<file path="src/rtl/vecgen_pkg.sv">
// rtl/vecgen_pkg.sv - shared widths and state encoding for the vector generator sequencer
package vecgen_pkg;
    localparam int DV_W         = 12;
    localparam int VEL_SIGN_BIT = 10;
    localparam int VEL_MAG_W    = 10;

    typedef enum logic [1:0] {
        IDLE,
        LOAD,
        RUN,
        SETTLE
    } seq_state_t;
endpackage

</file>
<file path="src/rtl/vec_down_timer.sv">
// rtl/vec_down_timer.sv - loadable down-counter with registered zero flag, stops at zero
module vec_down_timer #(
    parameter int W = 12
) (
    input  logic         clk,
    input  logic         reset,
    input  logic         load,
    input  logic         enable,
    input  logic [W-1:0] load_value,
    output logic [W-1:0] count,
    output logic         zero
);
    always_ff @(posedge clk or posedge reset) begin
        if (reset) begin
            count <= '0;
            zero  <= 1'b1;
        end else if (load) begin
            count <= load_value;
            zero  <= (load_value == '0);
        end else if (enable && (count != '0)) begin
            count <= count - W'(1);
            zero  <= (count == W'(1));
        end
    end
endmodule

</file>
<file path="src/rtl/vec_segment_seq.sv">
// rtl/vec_segment_seq.sv - segment sequencer driving load/run/settle strobes of one axis position counter
module vec_segment_seq
    import vecgen_pkg::*;
#(
    parameter int LEN_W         = 12,
    parameter int SETTLE_CYCLES = 4
) (
    input  logic              clk,
    input  logic              reset,
    input  logic              cmd_valid,
    output logic              cmd_ready,
    input  logic [DV_W-1:0]   cmd_pos,
    input  logic [DV_W-1:0]   cmd_vel,
    input  logic [LEN_W-1:0]  cmd_len,
    input  logic              cmd_beam,
    input  logic              halt_req,
    output logic [DV_W-1:0]   dv,
    output logic              go,
    output logic              haltstrobe,
    output logic              timer0,
    output logic              beam_on,
    output logic              busy,
    output logic              seg_done,
    output logic              seg_abort
);
    localparam int SET_W = $clog2(SETTLE_CYCLES + 1);

    seq_state_t       state, state_d;
    logic [DV_W-1:0]  dv_d, vel_q, vel_d;
    logic [LEN_W-1:0] len_q, len_d;
    logic [SET_W-1:0] settle_cnt, settle_d;
    logic             go_d, hs_d, t0_d, beam_d, done_d, abort_d;
    logic             beam_q, beamq_d, abort_q, abortq_d;
    logic             timer_load, timer_en, timer_zero;
    logic [LEN_W-1:0] timer_count;

    assign cmd_ready = (state == IDLE) && !halt_req && !reset;

    vec_down_timer #(.W(LEN_W)) u_run_timer (
        .clk        (clk),
        .reset      (reset),
        .load       (timer_load),
        .enable     (timer_en),
        .load_value (len_q),
        .count      (timer_count),
        .zero       (timer_zero)
    );

    always_comb begin
        state_d    = state;
        dv_d       = dv;
        go_d       = go;
        hs_d       = haltstrobe;
        t0_d       = timer0;
        beam_d     = beam_on;
        done_d     = 1'b0;
        abort_d    = 1'b0;
        vel_d      = vel_q;
        len_d      = len_q;
        beamq_d    = beam_q;
        abortq_d   = abort_q;
        settle_d   = settle_cnt;
        timer_load = 1'b0;
        timer_en   = 1'b0;
        case (state)
            IDLE: begin
                if (cmd_valid && cmd_ready) begin
                    vel_d    = cmd_vel;
                    len_d    = cmd_len;
                    beamq_d  = cmd_beam;
                    abortq_d = 1'b0;
                    dv_d     = cmd_pos;
                    hs_d     = 1'b1;
                    t0_d     = 1'b0;
                    state_d  = LOAD;
                end
            end
            LOAD: begin
                hs_d = 1'b0;
                if (halt_req || (len_q == '0)) begin
                    abortq_d = halt_req;
                    go_d     = 1'b0;
                    t0_d     = 1'b1;
                    settle_d = SET_W'(SETTLE_CYCLES);
                    state_d  = SETTLE;
                end else begin
                    dv_d       = vel_q;
                    go_d       = 1'b1;
                    beam_d     = beam_q;
                    timer_load = 1'b1;
                    state_d    = RUN;
                end
            end
            RUN: begin
                timer_en = 1'b1;
                // halt wins over a coinciding last run cycle
                if (halt_req || (timer_count == LEN_W'(1)) || timer_zero) begin
                    abortq_d = halt_req;
                    go_d     = 1'b0;
                    beam_d   = 1'b0;
                    t0_d     = 1'b1;
                    settle_d = SET_W'(SETTLE_CYCLES);
                    state_d  = SETTLE;
                end
            end
            SETTLE: begin
                if (settle_cnt <= SET_W'(1)) begin
                    state_d = IDLE;
                    done_d  = !abort_q;
                    abort_d = abort_q;
                end else begin
                    settle_d = settle_cnt - SET_W'(1);
                end
            end
            default: state_d = IDLE;
        endcase
    end

    always_ff @(posedge clk or posedge reset) begin
        if (reset) begin
            state      <= IDLE;
            dv         <= '0;
            go         <= 1'b0;
            haltstrobe <= 1'b0;
            timer0     <= 1'b1;
            beam_on    <= 1'b0;
            busy       <= 1'b0;
            seg_done   <= 1'b0;
            seg_abort  <= 1'b0;
            vel_q      <= '0;
            len_q      <= '0;
            beam_q     <= 1'b0;
            abort_q    <= 1'b0;
            settle_cnt <= '0;
        end else begin
            state      <= state_d;
            dv         <= dv_d;
            go         <= go_d;
            haltstrobe <= hs_d;
            timer0     <= t0_d;
            beam_on    <= beam_d;
            busy       <= (state_d != IDLE);
            seg_done   <= done_d;
            seg_abort  <= abort_d;
            vel_q      <= vel_d;
            len_q      <= len_d;
            beam_q     <= beamq_d;
            abort_q    <= abortq_d;
            settle_cnt <= settle_d;
        end
    end
endmodule
</file>
<file path="config.mk">
export PLATFORM = sky130hd
export DESIGN_NAME = vec_segment_seq
export DESIGN_NICKNAME = d
export VERILOG_FILES = /design/src/rtl/vecgen_pkg.sv /design/src/rtl/vec_down_timer.sv /design/src/rtl/vec_segment_seq.sv
export SDC_FILE = /design/constraint.sdc
export NUM_CORES = 1
export LEC_CHECK = 0
export CAP_MARGIN = 20
export CORE_AREA = 2 2 85 87
export DETAILED_ROUTE_END_ITERATION = 6
export DIE_AREA = 0 0 87 89
export PLACE_DENSITY = 0.78
export SETUP_SLACK_MARGIN = 0.1
export SLEW_MARGIN = 20
export SYNTH_ARGS = -nofsm -noshare
export SYNTH_HDL_FRONTEND = slang
export SYNTH_SLANG_ARGS = --single-unit
</file>
<file path="constraint.sdc">
create_clock -name clk -period 2.6 [get_ports clk]
set_input_delay 0.26 -clock clk [delete_from_list [all_inputs] [get_ports clk]]
set_output_delay 0.26 -clock clk [all_outputs]
set_load 0.01 [all_outputs]
</file>
==> summary by stage <==
Run status
The flow ran to the end, and the final reports show no timing, DRC or antenna violations.

Global routing
Entering global routing, the biggest net connects 38 pins. The initial antenna violation count is 0. The total grt overflow is 0. Global routing consumed, over all layers together, 18.62% of the routing resources. The first global-routing pass estimated 11050 um of wire. The via count of the first global-routing pass is 2327.

Worst setup path
The dominant delay contributor by cell family on the critical path is compound AO/OA/AOI/OAI gates. In this design, the stage delay of the slowest critical-path cell is 0.62 ns. The critical path in this run is classified as register to register.

The library cell contributing the largest single delay on the critical path is or4_4. The critical path goes through or4_4 -> o31a_1 -> a211oi_1 -> mux2_2. Data on the critical path is required at its endpoint by 2.82 ns.

The worst setup path is launched from a register. The critical path crosses 4 cells after its start point. The worst setup path is captured at a register.

The combined buffer and inverter count along the critical path is 0. The data arrival time of the critical path is 2.61 ns. The worst-case reg-to-reg path depth is 4. The largest fanout on the critical path is 11.

Finish
Registers take 1579 um2. After the last flow step, the layout net total stands at 381. The final antenna diode count is 0. In the final layout, the share of cells above drive strength 1 is 25.75%. The multi-input combinational cell area is 1436 um2. Relative to the synthesized area, the layout overhead comes to 30.78%.

Counting the fill cells in the layout gives 527.

STA
Setup repair after global routing could not meet its margin everywhere. Clock skew on the completed layout was measured at 0.007227 ns. The worst-margin pin slew is 0.5877 ns. The final setup TNS is 0 ns.

The total of endpoints with negative setup slack in the final report is 0. Timing would allow up to 417.8 MHz. The final cycle utilization of the critical path is 92.05%. Measured against its own limit, the worst slew margin works out to 60.77%. The number of failing hold endpoints at the final stage was 0. The max-slew violation count is 0.

The shortest clock period the worst path allows after layout is 2.393 ns.

Clocking
Counting every sink on the clock net gives 63. The clock root buffer is clkbuf_8. The maximum root-to-sink buffer count is 2.

The H-tree generated during clock tree synthesis spans 3 levels. The clock-pin slew reported for the worst setup and hold paths after clock tree synthesis is 0.07 ns. TritonCTS built the clock tree.

The later pin in the worst-skew pair is clocked with a latency of 0.33 ns. In this run, CTS created clock tree buffers numbering 9. The number of hold-repair buffers added at the cts stage is 0.

Floorplan
The core outline area is 6719 um2. For this configuration, the core starts out at a cell density of 46.16%. The number of placement rows is 30.

The number of primary I/O pins is 61. The die covers 7743 um2. The die outline width is 87 um. The die is 89 um tall.

Power and ir drop
The static power due to leakage is 1.688 nW. Across the VDD grid, the largest voltage drop is 593.4 uV. The ratio of total power to cell area is 1121 nW/um2. The post-route total power is 0.004548 W.

Synthesis
After synthesis, the share of flip-flops with an asynchronous set or reset is 100.0%. Yosys mapped a number of flops with a built-in enable equal to 0. The flip-flop and latch count after synthesis is 63. The average instance area after synthesis is 11.88 um2. The number of instances in the synthesized netlist is 261.

Summing every instance area after synthesis gives 3102 um2. The most used flip-flop cell after synthesis is dfrtp_1. The cell taking the most area after synthesis is dfrtp_1. The net count of the mapped netlist is 310.

The count of different cell masters after synthesis is 51. The sequential fraction of the synthesis area is 50.91%. In the post-synthesis netlist, the biggest area contributors are dfrtp_1 (49%), mux2_2 (19%), ha_1 (3.2%).

The top cell type's share of synthesized area is 49.21%. The number of warnings printed during yosys synthesis is 0.

Place
The HPWL after detailed placement is 4887 um. The count of input and output buffers is 60. The last weighted congestion value of the routability-driven placer is 0.8221.

Drt
The post-detailed-route wirelength per cell is 16.43 um. For this run, design rule violations remaining after detail routing come to 0. The number of detailed-routing iterations run before antenna repair is 6. Once detail routing completed, the nets flagged for antenna violations numbered 0. The detailed router finished its first iteration with 159 violations. Summing over every cut layer, the via total after detailed routing is 2285. The post-detailed-route via-to-cell ratio is 5.519. The final layout contains routed wiring with a total length of 6802 um.

Hold path
In this run the worst hold path is classified as input port to asynchronous set/reset pin.

Job
The max capacitance violation total is 0.
==> through the flow <==
stage	util (%)	hold WS (ns)	cells	cell area [um2]	worst slack, ns
2_1_floorplan	-	0.3971	261	3102	0.1913
3_3_place_gp	57.50	0.4844	400	3864	0.2782
3_5_place_dp	57.50	0.4868	400	3864	0.2100
4_1_cts	60.04	0.4603	413	4034	0.1888
5_1_grt	60.37	0.4921	414	4056	0.08294
6_report	60.37	0.4441	414	4056	0.2067
==> synthesized netlist by cell type (2+ instances only) <==
cell       number
a2111oi_0       2
a21oi_1         4
a22oi_1         2
a2bb2oi_1       2
a31oi_1         4
and3_1          2
buf_1           3
clkbuf_1        9
dfrtp_1        61
dfstp_2         2
ha_1            8
inv_1          16
mux2_1          2
mux2_2         51
nand2_1        11
nand2b_1        3
nand3_1         2
nor2_1         11
nor3_1          5
nor4_1          2
o21ai_0        11
o311ai_0        2
o31a_1          3
o31ai_1         4
o41ai_1         2
or3_1           3
or4_1           5
or4b_1          3
xnor2_1         2
xor2_1          3
==> cell families after synthesis <==
| group | Yosys count | share of synthesized area (%) |
|---|---|---|
| AO/OA/AOI/OAI | 46 | 10.53 |
| XOR/XNOR | 5 | 1.412 |
| adder cells (fa/ha/maj) | 8 | 3.227 |
| buffers and inverters | 29 | 3.751 |
| flip-flops | 63 | 50.91 |
| multiplexers | 54 | 19.56 |
| AND/OR/NAND/NOR | 56 | 10.61 |
==> cell usage in the layout (no fill, tap or decap), types with 2 or more instances in the layout <==
master / count
or4_1: 5
ha_1: 7
a31oi_1: 4
or4b_1: 3
a21oi_1: 4
a2bb2oi_1: 2
clkdlybuf4s50_1: 60
o41ai_1: 2
dfrtp_1: 61
xor2_1: 3
nor3_1: 5
o21ai_0: 11
mux2_1: 2
mux2_2: 51
and3_1: 2
o311ai_0: 2
nor2_1: 11
a22oi_1: 2
nand2_1: 11
inv_1: 15
dfstp_2: 2
nor4_1: 2
nand2b_1: 3
o31a_1: 3
clkbuf_8: 12
or3_1: 3
o31ai_1: 4
a2111oi_0: 2
buf_4: 12
xnor2_1: 2
nand3_1: 2
==> per-layer routing <==
metal  track usage [%]  part of all wire [%]
met3             5.540                   4.8
met2             29.84                    50
met5                 0                     0
met4             7.102                   1.5
met1             23.94                    44
==> sequential cells by signal (all words and copies together) (netlist names) <==
signal and flops:
dv 12, abort_q 1, u_run_timer.zero 1, busy 1, seg_done 1, u_run_timer.count 12, len_q 12, timer0 1
settle_cnt 3, beam_on 1, seg_abort 1, go 1, haltstrobe 1, vel_q 12, beam_q 1, state 2
==> worst reg2reg max path: stages (launching register included) <==
cell,delay [ns]
dfrtp_1,0.41
or4_4,0.62
o31a_1,0.43
a211oi_1,0.44
mux2_2,0.38
==> path summary, 6_finish.rpt <==
| kind | startpoint | endpoint | slack (ns) |
|---|---|---|---|
| max | u_run_timer.count[4]$_DFFE_PP0P_ | settle_cnt[1]$_DFFE_PP0P_ | 0.21 |
| min in group clk | vel_q[2]$_DFFE_PP0P_ | vel_q[2]$_DFFE_PP0P_ | 0.50 |
| max reg2reg | u_run_timer.count[4]$_DFFE_PP0P_ | settle_cnt[1]$_DFFE_PP0P_ | 0.21 |
| min reg2reg | vel_q[2]$_DFFE_PP0P_ | vel_q[2]$_DFFE_PP0P_ | 0.50 |
| min | reset | vel_q[5]$_DFFE_PP0P_ | 0.44 |
| max in group asynchronous | reset | beam_q$_DFFE_PP0P_ | 1.54 |
==> what timing repair did <==
| item | CTS | global route |
|---|---|---|
| endpoints found under the setup margin | 0 | 2 |
| gates resized for setup | 0 | 2 |
| setup buffers | 0 | 1 |
==> final cells by class <==
class | count | area share, %
multi-input cells | 169 | 35.41
inverters | 16 | 1.481
clock inverters | 1 | 0.1234
repair buffers | 73 | 17.52
flip-flops and latches | 63 | 38.93
clock buffers | 12 | 4.072
well taps | 80 | 2.468
==> report_power, final <==
group	switching (W)	internal (W)	total, W
sequential	0.000329	0.00145	0.00178
combinational	0.000902	0.00111	0.00201
clock	0.000344	0.000407	0.000751
total	0.00158	0.00297	0.00455
No activity file was read; power rests on OpenSTA's default activity.
==> RTL change, RTL diff (same settings) <==
Put one more register stage on the output `seg_abort`, cleared by the reset. The value now appears one clock later. The other outputs are not delayed to match.
--- a/src/rtl/vec_segment_seq.sv
+++ b/src/rtl/vec_segment_seq.sv
@@ -25,4 +25,6 @@
 );
     localparam int SET_W = $clog2(SETTLE_CYCLES + 1);
+
+    logic seg_abort_s0;
 
     seq_state_t       state, state_d;
@@ -127,5 +129,5 @@
             busy       <= 1'b0;
             seg_done   <= 1'b0;
-            seg_abort  <= 1'b0;
+            seg_abort_s0 <= 1'b0;
             vel_q      <= '0;
             len_q      <= '0;
@@ -142,5 +144,5 @@
             busy       <= (state_d != IDLE);
             seg_done   <= done_d;
-            seg_abort  <= abort_d;
+            seg_abort_s0 <= abort_d;
             vel_q      <= vel_d;
             len_q      <= len_d;
@@ -150,3 +152,11 @@
         end
     end
+    always_ff @(posedge clk or posedge reset) begin
+        if (reset) begin
+            seg_abort <= '0;
+        end else begin
+            seg_abort <= seg_abort_s0;
+        end
+    end
+
 endmodule
Check against the original RTL: not equivalent (Yosys sat finds a counterexample within 10 cycles, from zero or initial values and one cycle with reset high).
==> RTL change against the original RTL <==
  * Power increased by 5.3%
  * Critical path type unchanged
  * Routed wire length decreased by 0.50%
  * First-iteration DRC count decreased by 23%
  * Via count increased by 1.2%
  * Setup slack got worse by 0.032 ns
  * Sequential cell count increased by 1
  * Critical path depth increased by 2
  * Final area increased by 1.6%
  * Fmax decreased by 1.3%
  * Synthesized area increased by 0.81%
  * Largest power group unchanged
==> RTL change: results (changes against the original RTL) <==
gr usage total 0.193 (was 0.186); startpoint of the worst-slack reg-to-reg timing path u_run_timer.count[1] (was u_run_timer.count[4]); number of global-route vias before repair 2438 (was 2327); maximum clock skew at final layout 0.00309 ns (was 0.00723 ns); number of cell instances on the worst register-to-register path 6 (was 4); largest voltage drop on the vdd net 0.625 mV (was 0.593 mV); complex-gate fraction of the synthesized area 0.104 (was 0.105); total number of nets in the final design 380 (was 381); cell with the largest stage delay on the worst path or4b_1 (was or4_4); worst hold path startpoint seg_abort_s0; filler cell count 529 (was 527); relative contribution of the clock network to total power 0.211 (was 0.165); number of DRC markers in iteration 0 122 (was 159); Hold Crit Class reg2reg (was in2async); adder-cell share of the synthesized area 0.0320 (was 0.0323); R2R Setup Slk 0.17 ns (was 0.21 ns); pin count of the biggest net entering global routing 45 (was 38); share of synthesized area spent on multiplexers 0.194 (was 0.196); run status completed (unchanged); net switching power 1.58 mW (about the same); start point of the critical path u_run_timer.count[1] (was u_run_timer.count[4]); count of vias placed by the detailed router 2313 (was 2285); sequential cell power approximately 1.8 mW; arrival time of data at the critical path endpoint 2.65 ns (was 2.61 ns); number of warnings printed during yosys synthesis 0 (unchanged); detailed placer's ending HPWL 4.83 mm (was 4.89 mm); highest cell delay on the worst timing path 0.47 ns (was 0.62 ns); final weighted congestion in routability-driven placement 0.907 (was 0.822); Post-Syn Nets 311 (was 310); first-pass GRT wire length 11.5 mm (was 11.0 mm); Post-synth top cells 62 x dfrtp_1, 51 x mux2_2, 16 x inv_1 (was 61 x dfrtp_1, 51 x mux2_2, 16 x inv_1); standby leakage power 1.72 nW (was 1.69 nW); top cells by area, synth dfrtp_1 50%, mux2_2 18%, ha_1 3.2%, inv_1 1.9%, o21ai_0 1.8% (was dfrtp_1 49%, mux2_2 19%, ha_1 3.2%, inv_1 1.9%, o21ai_0 1.8%); register area share after synthesis 0.513 (was 0.509); end point of the worst hold path seg_abort; WL final 6.77 mm (was 6.80 mm); fraction of layout instances using a drive strength above 1 0.257 (about the same); router iterations before antenna repair 4 (was 6); xor-xnor portion of the synthesized cell area 0.0140 (was 0.0141); transition time of the tightest slew-check pin 0.510 ns (was 0.588 ns); Worst Path Max Fanout 7 (was 11); maximum level of the CTS H-tree 3 (unchanged); maximum count of clock buffers along a single path 2 (unchanged); RR Endpoint settle_cnt[1] (unchanged)
[RTL change: per-stage QoR]
stage | worst slack [ns] | instances | hold WS, ns | instance area [um^2] | power (mW)
finish | 0.174 | 415 | 0.363 | 4120 | 4.79
CTS | 0.165 | 415 | 0.366 | 4120 | 4.82
global placement | 0.281 | 400 | 0.334 | 3880 | 3.70
detailed placement | 0.220 | 400 | 0.351 | 3880 | 3.78
global route | 0.0470 | 415 | 0.373 | 4120 | 5.12
floorplan | 0.191 | 262 | 0.331 | 3130 | 3.05
[RTL change: layout make-up]
type	instances	area [um^2]	share of cell area
multi-input combinational	169	1420	0.345
clock inverter	2	60.1	0.0146
inverter	16	60.1	0.0146
sequential	64	1600	0.389
clock buffer	13	179	0.0434
timing repair buffer	71	696	0.169
tap	80	100	0.0243
[RTL change: routing by layer]
layer | GRT usage | wire [um]
met3 | 0.0536 | 416
met4 | 0.0966 | 180
met5 | 0 | 0
met2 | 0.302 | 3210
met1 | 0.248 | 2960
